$ cat src/rtl/mem_stage.sv
// MEM pipeline stage: holds one instruction, waits for its data-SRAM response,
// extracts load data and forwards a result bus to WB; drops orphaned responses after a flush.
module mem_stage (
  input  logic        clk,
  input  logic        reset,
  input  logic        es_to_ms_valid,
  input  logic [76:0] es_to_ms_bus,
  output logic        ms_allowin,
  input  logic        ws_allowin,
  output logic        ms_to_ws_valid,
  output logic [72:0] ms_to_ws_bus,
  input  logic        data_sram_data_ok,
  input  logic [31:0] data_sram_rdata,
  input  logic        ws_ex,
  input  logic        ws_eret,
  output logic [4:0]  MEM_dest,
  output logic [31:0] MEM_dest_data,
  output logic        MEM_load_stall,
  output logic        MS_EX
);

  localparam int unsigned ES_W  = 77;
  localparam int unsigned CNT_W = 2;

  localparam logic [2:0] OP_LW  = 3'd1;
  localparam logic [2:0] OP_LB  = 3'd2;
  localparam logic [2:0] OP_LBU = 3'd3;
  localparam logic [2:0] OP_LH  = 3'd4;
  localparam logic [2:0] OP_LHU = 3'd5;

  logic             ms_valid_q, ms_valid_d;
  logic [ES_W-1:0]  bus_q, bus_d;
  logic             buf_valid_q, buf_valid_d;
  logic [31:0]      buf_data_q, buf_data_d;
  logic [CNT_W-1:0] discard_cnt_q, discard_cnt_d;

  logic        eret, bd, ex, mem_req, gr_we;
  logic [2:0]  mem_op;
  logic [4:0]  dest;
  logic [31:0] alu_result, pc;
  logic [1:0]  off;

  logic        flush, wait_req, resp_now, have_data, ms_ready_go, ms_leave;
  logic        cnt_inc, cnt_dec;
  logic [31:0] rdata_sel, final_result;
  logic [7:0]  byte_sel;
  logic [15:0] half_sel;

  assign {eret, bd, ex, mem_op, mem_req, gr_we, dest, alu_result, pc} = bus_q;
  assign off = alu_result[1:0];

  // Handshake and response bookkeeping
  always_comb begin
    flush          = ws_ex | ws_eret;
    wait_req       = ms_valid_q & mem_req & ~ex;
    resp_now       = data_sram_data_ok & (discard_cnt_q == '0);
    have_data      = resp_now | buf_valid_q;
    rdata_sel      = buf_valid_q ? buf_data_q : data_sram_rdata;
    ms_ready_go    = ~wait_req | have_data;
    ms_to_ws_valid = ms_valid_q & ms_ready_go;
    ms_allowin     = ~ms_valid_q | (ms_ready_go & ws_allowin);
    ms_leave       = ms_to_ws_valid & ws_allowin;
    cnt_inc        = flush & wait_req & ~have_data;
    cnt_dec        = data_sram_data_ok & (discard_cnt_q != '0);
  end

  // Load data extraction
  always_comb begin
    byte_sel     = rdata_sel[{off, 3'b000} +: 8];
    half_sel     = off[1] ? rdata_sel[31:16] : rdata_sel[15:0];
    final_result = alu_result;
    case (mem_op)
      OP_LW:   final_result = rdata_sel;
      OP_LB:   final_result = {{24{byte_sel[7]}}, byte_sel};
      OP_LBU:  final_result = {24'h0, byte_sel};
      OP_LH:   final_result = {{16{half_sel[15]}}, half_sel};
      OP_LHU:  final_result = {16'h0, half_sel};
      default: final_result = alu_result;
    endcase
  end

  assign ms_to_ws_bus   = {eret, bd, ex, gr_we, dest, final_result, pc};
  assign MEM_dest       = dest & {5{ms_valid_q & gr_we}};
  assign MEM_dest_data  = final_result;
  assign MEM_load_stall = wait_req & gr_we & ~have_data;
  assign MS_EX          = ms_valid_q & (ex | eret);

  // Next-state: flush wins over loading; orphan responses are counted for discard
  always_comb begin
    ms_valid_d    = ms_valid_q;
    bus_d         = bus_q;
    buf_valid_d   = buf_valid_q;
    buf_data_d    = buf_data_q;
    discard_cnt_d = discard_cnt_q;

    if (flush) begin
      ms_valid_d  = 1'b0;
      bus_d       = '0;
      buf_valid_d = 1'b0;
    end else begin
      if (ms_allowin) ms_valid_d = es_to_ms_valid;
      if (es_to_ms_valid & ms_allowin) bus_d = es_to_ms_bus;
      if (ms_leave) begin
        buf_valid_d = 1'b0;
      end else if (resp_now & wait_req & ~buf_valid_q) begin
        buf_valid_d = 1'b1;
        buf_data_d  = data_sram_rdata;
      end
    end

    if (cnt_inc && !cnt_dec && discard_cnt_q != '1) begin
      discard_cnt_d = discard_cnt_q + CNT_W'(1);
    end else if (cnt_dec && !cnt_inc) begin
      discard_cnt_d = discard_cnt_q - CNT_W'(1);
    end
  end

  always_ff @(posedge clk) begin
    if (reset) begin
      ms_valid_q    <= 1'b0;
      bus_q         <= '0;
      buf_valid_q   <= 1'b0;
      buf_data_q    <= '0;
      discard_cnt_q <= '0;
    end else begin
      ms_valid_q    <= ms_valid_d;
      bus_q         <= bus_d;
      buf_valid_q   <= buf_valid_d;
      buf_data_q    <= buf_data_d;
      discard_cnt_q <= discard_cnt_d;
    end
  end

endmodule

$ cat config.mk
export PLATFORM = sky130hd
export DESIGN_NAME = mem_stage
export DESIGN_NICKNAME = d
export VERILOG_FILES = /design/src/rtl/mem_stage.sv
export SDC_FILE = /design/constraint.sdc
export NUM_CORES = 1
export LEC_CHECK = 0
export BUFFER_PORTS_ARGS = -buffer_cell sky130_fd_sc_hd__buf_2
export CORE_MARGIN = 3
export CORE_UTILIZATION = 35
export CTS_CLUSTER_SIZE = 40
export DETAILED_ROUTE_END_ITERATION = 7
export GPL_TIMING_DRIVEN = 0
export MAX_ROUTING_LAYER = met4
export PLACE_DENSITY = 0.66
export SYNTH_ARGS = -nofsm -noshare
export SYNTH_HDL_FRONTEND = slang
export SYNTH_SLANG_ARGS = --single-unit
$ cat constraint.sdc
create_clock -name clk -period 2.25 [get_ports clk]
set_input_delay 0.3375 -clock clk [delete_from_list [all_inputs] [get_ports clk]]
set_output_delay 0.3375 -clock clk [all_outputs]
set_load 0.1 [all_outputs]
==> out/metrics.csv, run 1 <==
metric,value,unit
cp_max_fo,6,
drtIter0Drc,401,
synth_seq_area_share,0.380,
area_growth,90.4,%
global_route.usage.met2,0.377,
rows,47,
violations,setup timing,
min_path_type,input port to flip-flop,
die-width,136,µm
drt_first_pass_iters,5,
insertion_delay,0.42,ns
wl_per_cell,17.5,µm
synth_area,5950,µm²
cts_buffer_depth,2,
num-nets-final,1213,
cts_root_buffer,clkbuf_16,
path_class,flip-flop to output port,
ioPinCount,230,
final-setup-viol-count,172,
fp.dieH,136,µm
grt_pass1_wl,32400,µm
cts_buffers,17,
ant_nets,0,
p_per_area,584,nW/µm²
wl,23400,µm
cts_hold_buf,0,
h-tree-depth,4,
dpl.hpwl,14800,µm
rsz0062_at_grt,yes,
clk_pin_slew_worst_paths,0.06,ns
tightest_slew,0.702,ns
grt-ovfl-total,0,
final_cell_mix,"162 x buf_2, 144 x nand2_1, 109 x dfxtp_1",
fin_ws,-0.742,ns
ys_ff_latch,113,
use_met3,0.0585,
slew_viol_final,0,
grt_max_degree,17,
layout_commonest_cell,buf_2,
initial_core_util,0.359,
drc_errors,0,
ir_worst_vdd,0.000554,V
viasPerCell,5.05,
antenna_found_initial,3,
period_share,1.33,
portBuffers,228,
placed_cells,1245,
r2r_cells,15,
drive_above_1_share,0.585,
finalClockSkew,0.0109,ns
slew_headroom,0.532,
critPathCaptureType,output port,
outcome,finished with violations,
fin_cells,1334,
cts_tree,built,
tns,-58.29,ns
crit_required,1.91,ns
start_kind,flip-flop,
first_global_vias,6182,
synth_cells,797,
hold_depth,3,
via_count,6734,
synth_nets,913,
finalPower,6.61,mW
p_leak,4.52,nW
worstPathArrival,2.65,ns
grt_usage,0.231,
cts.sinks,113,
die_area,18600,µm²
ys_types,44,
globalRoute.busiestLayer,met2,
core,16600,µm²
syn_area_per_cell,7.46,µm²
max_cap_violations,0,
yosys_warnings,0,
timing_hold_violations_final,0,
gp_congestion,0.874,
period_needed,2.99,ns
fmax,334,MHz
grtUsageMet1,0.277,
[sequential cells by signal (all words and copies together) (netlist names)]
signal and flops:
bus_q 77, ms_valid_q 1, discard_cnt_q 2, buf_valid_q 1
buf_data_q 32
[layout make-up]
type,instances,area [µm²]
fillers,1246,5260
multi-input cells,551,4240
repair buffers,284,2670
flip-flops and latches,113,2270
plain buffers,126,1240
clock buffers,19,453
well taps,220,275
clock inverters,13,150
inverters,4,15.0
diodes,4,10.0
[report_power, final]
part | internal [mW] | switching, mW
combinational | 0.663 | 1.15
sequential | 2.03 | 0.0173
clock | 1.71 | 1.05
total | 4.39 | 2.21
[routing by layer]
layer	part of all wire	wire length, µm
met4	0.030	711
met1	0.39	9020
met2	0.52	12100
met5	0	0
met3	0.065	1520
[cells in the mapped netlist (all sizes together)]
library cell	number	area share
nand2	229	0.14
xor2	1	0.0015
nor4bb	1	0.0017
nand2b	18	0.019
a21oi	123	0.10
buf	90	0.11
and3	5	0.0053
nand3b	2	0.0025
nand4	1	0.0011
or3b	1	0.0015
a2111oi	4	0.0059
a2bb2oi	1	0.0044
a211oi	7	0.0088
mux2	12	0.024
o221ai	3	0.0055
and2	1	0.0011
o211ai	1	0.0013
nor3b	3	0.0046
a21o	2	0.0025
a221oi	1	0.0015
and4	1	0.0015
dfxtp	113	0.38
nor2	59	0.037
nor3	3	0.0025
o21ai	8	0.0067
nand4bb	2	0.0038
mux4	4	0.015
nor2b	2	0.0021
a32oi	1	0.0015
or3	1	0.0011
a31oi	25	0.026
a21boi	1	0.0013
clkbuf	39	0.025
o221a	1	0.0019
nand3	1	0.00084
o22ai	1	0.0011
mux2i	25	0.042
inv	4	0.0025
[through the flow]
step | setup slack, ns | area [µm²] | hold WS (ns) | utilization
4_1_cts | -0.743 | 10100 | 0.132 | 0.609
6_report | -0.742 | 11300 | 0.138 | 0.683
5_1_grt | -0.801 | 11300 | 0.136 | 0.683
3_3_place_gp | -0.733 | 8100 | 0.435 | 0.488
3_5_place_dp | -0.743 | 8100 | 0.443 | 0.488
2_1_floorplan | -1.18 | 6680 | 0.428 | -
[critical path, stage by stage (launching register included)]
cell	delay, ns
dfxtp_4	0.37
buf_8	0.14
mux2_4	0.31
mux4_2	0.52
a2bb2oi_4	0.25
buf_6	0.19
a31oi_4	0.12
buf_8	0.17
buf_8	0.16
[final timing paths]
path / from / slack [ns] / to
max: buf_valid_q / -0.74 / ms_to_ws_bus[60]
min: es_to_ms_bus[71] / 0.14 / bus_q[71]
max reg2reg: buf_valid_q / -0.28 / bus_q[0]
min reg2reg: buf_data_q[0] / 0.45 / buf_data_q[0]
[cells by family (layout without fill, tap and decap cells)]
| logic type | after synthesis | in the layout | synth area share |
|---|---|---|---|
| AND/OR/NAND/NOR | 330 | 330 | 0.230 |
| AO/OA/AOI/OAI | 179 | 179 | 0.172 |
| buffers and inverters | 133 | 446 | 0.135 |
| flip-flops | 113 | 113 | 0.380 |
| multiplexers | 41 | 41 | 0.0812 |
| XOR/XNOR | 1 | 1 | 0.00147 |
| other | 0 | 4 | 0 |
[timing repair]
item                                    CTS  global route
endpoints found under the hold margin     0             0
cloned                                    2             9
resized for setup                       286           308
endpoints found under the setup margin   97           161
setup buffers                            28            19
pin swaps                                13            51
(Power assumes the default switching activity.)
==> run 2: changes to the inputs <==
--- a/config.mk
+++ b/config.mk
@@ -13,6 +13,7 @@
 export GPL_TIMING_DRIVEN = 0
 export MAX_ROUTING_LAYER = met4
 export PLACE_DENSITY = 0.66
+export SETUP_SLACK_MARGIN = 0.2
 export SYNTH_ARGS = -nofsm -noshare
 export SYNTH_HDL_FRONTEND = slang
 export SYNTH_SLANG_ARGS = --single-unit
==> out/metrics.csv, run 2 (synthesized netlist as in run 1, its figures left out) <==
metric,value,unit,change
finalPower,6.71,mW,+1.5%
min_path_type,input port to flip-flop,,
crit_path_top_delay_cell,mux4_2,,
drtIter0Drc,379,,-5.5%
initial_core_util,0.359,,unchanged
grt_max_degree,17,,unchanged
crit_chain,buf_8 -> mux2_4 -> mux4_2 -> a2bb2oi_4 -> buf_6 -> buf_16 -> a31oi_4 -> buf_8 -> buf_12,,
cts.sinks,113,,unchanged
viasPerCell,4.85,,-4.0%
power.share.combinational,0.252,,-0.022
core,16600,µm²,unchanged
fp.dieH,136,µm,unchanged
grtUsageMet1,0.257,,-0.0193
place_area,8110,µm²,+0.23%
final-setup-viol-count,65,,-62%
p_clk_frac,0.443,,+0.026
first_global_vias,6127,,-0.89%
period_needed,3.03,ns,+0.0430 ns
die_area,18600,µm²,unchanged
switchingPower,2.19,mW,-1.3%
crit_required,1.91,ns,about the same
ioPinCount,230,,unchanged
fin_ws,-0.785,ns,-0.0430 ns
global_route.usage.met2,0.366,,-0.0105
cts_buffers,17,,unchanged
grt_usage,0.225,,-0.00617
final_cell_mix,"227 x nand2_1, 167 x buf_2, 113 x a21oi_1",,
cts_tree,built,,
finalClockSkew,0.00969,ns,-0.00117 ns
period_share,1.35,,+0.0191
slew_viol_final,0,,unchanged
timing.critical_path.slowest_cell_delay,0.52,ns,about the same
p_per_area,646,nW/µm²,+11%
cts_root_buffer,clkbuf_16,,
insertion_delay,0.42,ns,about the same
top_register,bus_q,,
wl,21100,µm,-9.6%
path_common_cell,buf_8,,
die-width,136,µm,unchanged
worstPathArrival,2.70,ns,+0.05 ns
path_class,flip-flop to output port,,
via_count,6353,,-5.7%
timing_hold_violations_final,0,,unchanged
start_kind,flip-flop,,
tightest_slew,0.524,ns,-0.179 ns
dpl.hpwl,14900,µm,+0.81%
drt_first_pass_iters,5,,unchanged
drc_errors,0,,unchanged
reg_top3,"bus_q (77), buf_data_q (32), discard_cnt_q (2)",,
outcome,finished with violations,,
area_growth,74.8,%,
largest_reg_flops,77,,unchanged
globalRoute.busiestLayer,met2,,
intPower,4.52,mW,+2.9%
design_area,10400,µm²,-8.2%
cp_max_fo,5,,-1
slew_headroom,0.651,,+0.119
placed_cells,1245,,unchanged
cts_buffer_depth,2,,unchanged
finalHoldWorstSlack,0.143,ns,+0.00488 ns
layout_commonest_cell,nand2_1,,
ant_nets,0,,unchanged
rows,47,,unchanged
ir_worst_vdd,0.000561,V,+1.3%
fin_cells,1311,,-1.7%
drive_above_1_share,0.463,,-0.121
p_seq_frac,0.305,,-0.004
tns,-40.77,ns,+17.52 ns
violations,setup timing,,
gp_congestion,0.869,,-0.58%
h-tree-depth,4,,unchanged
critPathCaptureType,output port,,
num-nets-final,1191,,-1.8%
use_met3,0.0596,,+0.00111
rsz0062_at_grt,yes,,
portBuffers,228,,unchanged
wl_per_cell,16.1,µm,-8.0%
fmax,329,MHz,-1.4%
grt-ovfl-total,0,,unchanged
max_cap_violations,0,,unchanged
p_leak,4.19,nW,-7.3%
clk_pin_slew_worst_paths,0.06,ns,about the same
grt_pass1_wl,31600,µm,-2.5%
antenna_found_initial,3,,unchanged
swShare,0.326,,-0.00914
## run 2: changes by cell type in the layout (fill, tap and decap cells not counted), sizes merged
cell | previous run | this run
diode | 4 | 3
buf | 371 | 357
clkbuf | 58 | 48
bufinv | 2 | 4
clkinvlp | 2 | 0
inv | 9 | 11
## run 2: worst max-delay path: cells and delay by family (launching register included)
| family | cells | cell delay, ns |
|---|---|---|
| mux | 2 | 0.83 |
| flops | 1 | 0.38 |
| compound gates | 2 | 0.36 |
| buf+inv | 5 | 0.70 |
## run 2: per-stage QoR
stage                     utilization  setup slack [ns]
after floorplan                     -             -1.18
after global placement          0.489            -0.750
after detailed placement        0.489            -0.789
after CTS                       0.605            -0.776
after global routing            0.627            -0.826
final                           0.627            -0.785
## run 2: path summary, 6_finish.rpt
path         slack [ns]  cells past startpoint             start          endpoint
max               -0.78                      9       buf_valid_q  ms_to_ws_bus[61]
max reg2reg        0.26                     10       buf_valid_q         bus_q[74]
min                0.14                      3  es_to_ms_bus[11]         bus_q[11]
min reg2reg        0.45                      2    buf_data_q[11]    buf_data_q[11]
## run 2: timing repair
action / in CTS / in global routing
hold buffers: 0 / 0
pin swaps: 15 / 19
endpoints found under the setup margin: 143 / 139
gates cloned: 2 / 1
resized for setup: 274 / 102
setup buffers: 19 / 9
## run 2: final cells by class
type / count / area (µm²)
diodes: 3 / 7.51
plain buffers: 129 / 1140
clock buffers: 17 / 425
clock inverters: 15 / 219
fillers: 1380 / 6190
inverters: 4 / 15.0
multi-input cells: 551 / 3700
flip-flops and latches: 113 / 2270
well taps: 220 / 275
repair buffers: 259 / 2330
## run 2: routing by layer
metal | share of wire | vias up
met4 | 0.037 | 0
li1 | - | 3172
met5 | 0 | -
met2 | 0.48 | 245
met1 | 0.41 | 2886
met3 | 0.072 | 50
## run 2: power groups by stage
stage | logic [mW] | clock network, mW | registers (mW)
2_1_floorplan | 1.09 | 0 | 2.08
3_3_place_gp | 1.36 | 0 | 2.09
4_1_cts | 1.61 | 3.01 | 2.04
5_1_grt | 1.76 | 3.10 | 2.04
3_5_place_dp | 1.36 | 0 | 2.09
6_report | 1.69 | 2.97 | 2.04
==> run 3: changes to the inputs <==
--- a/config.mk
+++ b/config.mk
@@ -10,7 +10,7 @@
 export CORE_UTILIZATION = 35
 export CTS_CLUSTER_SIZE = 40
 export DETAILED_ROUTE_END_ITERATION = 7
-export GPL_TIMING_DRIVEN = 0
+export GPL_TIMING_DRIVEN = 1
 export MAX_ROUTING_LAYER = met4
 export PLACE_DENSITY = 0.66
 export SETUP_SLACK_MARGIN = 0.2
==> constraint.sdc (replaced) <==
create_clock -name clk -period 2.55 [get_ports clk]
set_input_delay 0.3825 -clock clk [delete_from_list [all_inputs] [get_ports clk]]
set_output_delay 0.3825 -clock clk [all_outputs]
set_load 0.1 [all_outputs]
==> out/metrics.csv, run 3 (synthesized netlist as in run 1, its figures left out) <==
metric,value,unit,change
critPathLaunch,buf_valid_q,,
cts_hold_buf,0,,unchanged
drive_above_1_share,0.427,,-0.0361
min_path_type,input port to flip-flop,,
max_cap_violations,0,,unchanged
r2r-start,buf_valid_q,,
crit_end,MEM_dest_data[20],,
tns,-11.47,ns,+29.30 ns
insertion_delay,0.41,ns,about the same
p_seq_frac,0.325,,+0.020
tightest_slew,0.556,ns,+0.0320 ns
slew_headroom,0.628,,-0.0226
ir_worst_vdd,0.000492,V,-12%
largest_reg_flops,77,,unchanged
swShare,0.333,,+0.00706
violations,setup timing,,
cts_root_buffer,clkbuf_16,,
wl_per_cell,16.8,µm,+4.4%
grt_pass1_wl,30600,µm,-3.1%
top_register,bus_q,,
period_share,1.10,,
intPower,3.70,mW,-18%
drc_errors,0,,unchanged
dpl.hpwl,13800,µm,-7.6%
die_area,18600,µm²,unchanged
switchingPower,1.85,mW,-15%
rsz0062_at_grt,yes,,
crit_required,2.17,ns,+0.26 ns
antenna_found_initial,2,,-1
grt_max_degree,48,,+31
core,16600,µm²,unchanged
cp_max_fo,8,,+3
slew_viol_final,0,,unchanged
timing_hold_violations_final,0,,unchanged
fp.dieH,136,µm,unchanged
via_count,6107,,-3.9%
initial_core_util,0.359,,unchanged
outcome,finished with violations,,
critPathCaptureType,output port,,
r2r_cells,9,,-1
layout_commonest_cell,nand2_1,,
wl,20500,µm,-3.1%
rrSetupSlack,0.48,ns,+0.22 ns
ioPinCount,230,,unchanged
period_needed,2.82,ns,
p_clk_frac,0.423,,-0.020
num-nets-final,1098,,-7.8%
path_class,flip-flop to output port,,
p_leak,3.71,nW,-12%
portBuffers,229,,+0.44%
r2r-end,bus_q[16],,
gp_congestion,0.898,,+3.3%
rows,47,,unchanged
first_global_vias,5709,,-6.8%
reg_top3,"bus_q (77), buf_data_q (32), discard_cnt_q (2)",,
cts_buffer_depth,2,,unchanged
area_growth,61.8,%,
p_per_area,577,nW/µm²,-11%
fmax,355,MHz,
finalClockSkew,0.00643,ns,-0.00327 ns
grt_usage,0.217,,-0.00773
drt_first_pass_iters,5,,unchanged
drtIter0Drc,367,,-3.2%
cts_buffers,17,,unchanged
fin_ws,-0.266,ns,+0.519 ns
grt-ovfl-total,0,,unchanged
cts_tree,built,,
cts.sinks,113,,unchanged
clk_pin_slew_worst_paths,0.06,ns,about the same
start_kind,flip-flop,,
ant_nets,0,,unchanged
worstPathArrival,2.43,ns,-0.27 ns
viasPerCell,5.02,,+3.6%
final-setup-viol-count,64,,-1.5%
final_cell_mix,"228 x nand2_1, 162 x buf_2, 114 x a21oi_1",,
die-width,136,µm,unchanged
h-tree-depth,4,,unchanged
hp-start,es_to_ms_bus[11],,
finalPower,5.55,mW,-17%
power.share.combinational,0.252,,about the same
[run 3: changes by cell type in the layout (fill, tap and decap cells not counted), moves of 11 or more]
cell	previous run	this run
buf_12	56	73
buf_4	75	50
buf_6	33	5
buf_8	23	3
clkbuf_1	12	0
clkbuf_2	11	0
[run 3: critical path: stages (launching register included)]
cell	delay, ns
dfxtp_4	0.40
mux2_4	0.32
mux4_2	0.52
a2bb2oi_4	0.22
clkbuf_16	0.22
a31oi_4	0.14
buf_12	0.21
[run 3: power by group through the flow]
stage               Combinational [mW]  Sequential (mW)  Clock [mW]
floorplan                        0.961             1.84           0
global placement                  1.16             1.84           0
detailed placement                1.16             1.84           0
CTS                               1.34             1.80        2.39
global route                      1.46             1.81        2.47
finish                            1.40             1.80        2.35
[run 3: stage by stage]
stage,instance area (µm²),utilization,instances,setup WS [ns],hold slack (ns)
after floorplan,6680,-,797,-0.925,0.428
after global placement,7720,0.466,1157,0.0539,0.436
after detailed placement,7720,0.466,1157,0.0348,0.443
after CTS,9240,0.557,1198,-0.265,0.190
after global routing,9620,0.580,1217,-0.328,0.196
final,9620,0.580,1217,-0.266,0.202
[run 3: repair_timing]
action	in CTS	in global routing
setup endpoints to repair	67	94
pin swaps	20	15
gates cloned	1	0
gates resized for setup	216	52
setup buffers	8	17
[run 3: cell type report]
| type | instances | area [µm²] |
|---|---|---|
| inverters | 4 | 15.0 |
| fillers | 1421 | 6960 |
| flip-flops and latches | 113 | 2280 |
| clock inverters | 15 | 165 |
| multi-input cells | 551 | 3680 |
| clock buffers | 17 | 425 |
| diodes | 2 | 5.00 |
| well taps | 220 | 275 |
| repair buffers | 295 | 2780 |
[run 3: worst min-delay path by stage]
stage / cells after the start / end
after floorplan: 2 / buf_data_q[16]
after global placement: 2 / buf_data_q[3]
after detailed placement: 2 / bus_q[17]
after CTS: 3 / bus_q[66]
after global routing: 3 / bus_q[74]
final: 3 / bus_q[11]
[run 3: layer usage]
layer	part of all wire	routed length, µm	GRT usage	up-vias
met2	0.49	10100	0.353	244
met3	0.066	1360	0.0518	46
met1	0.41	8480	0.265	2837
li1	-	-	-	2980
met4	0.025	510	0.0750	0
met5	0	0	-	-
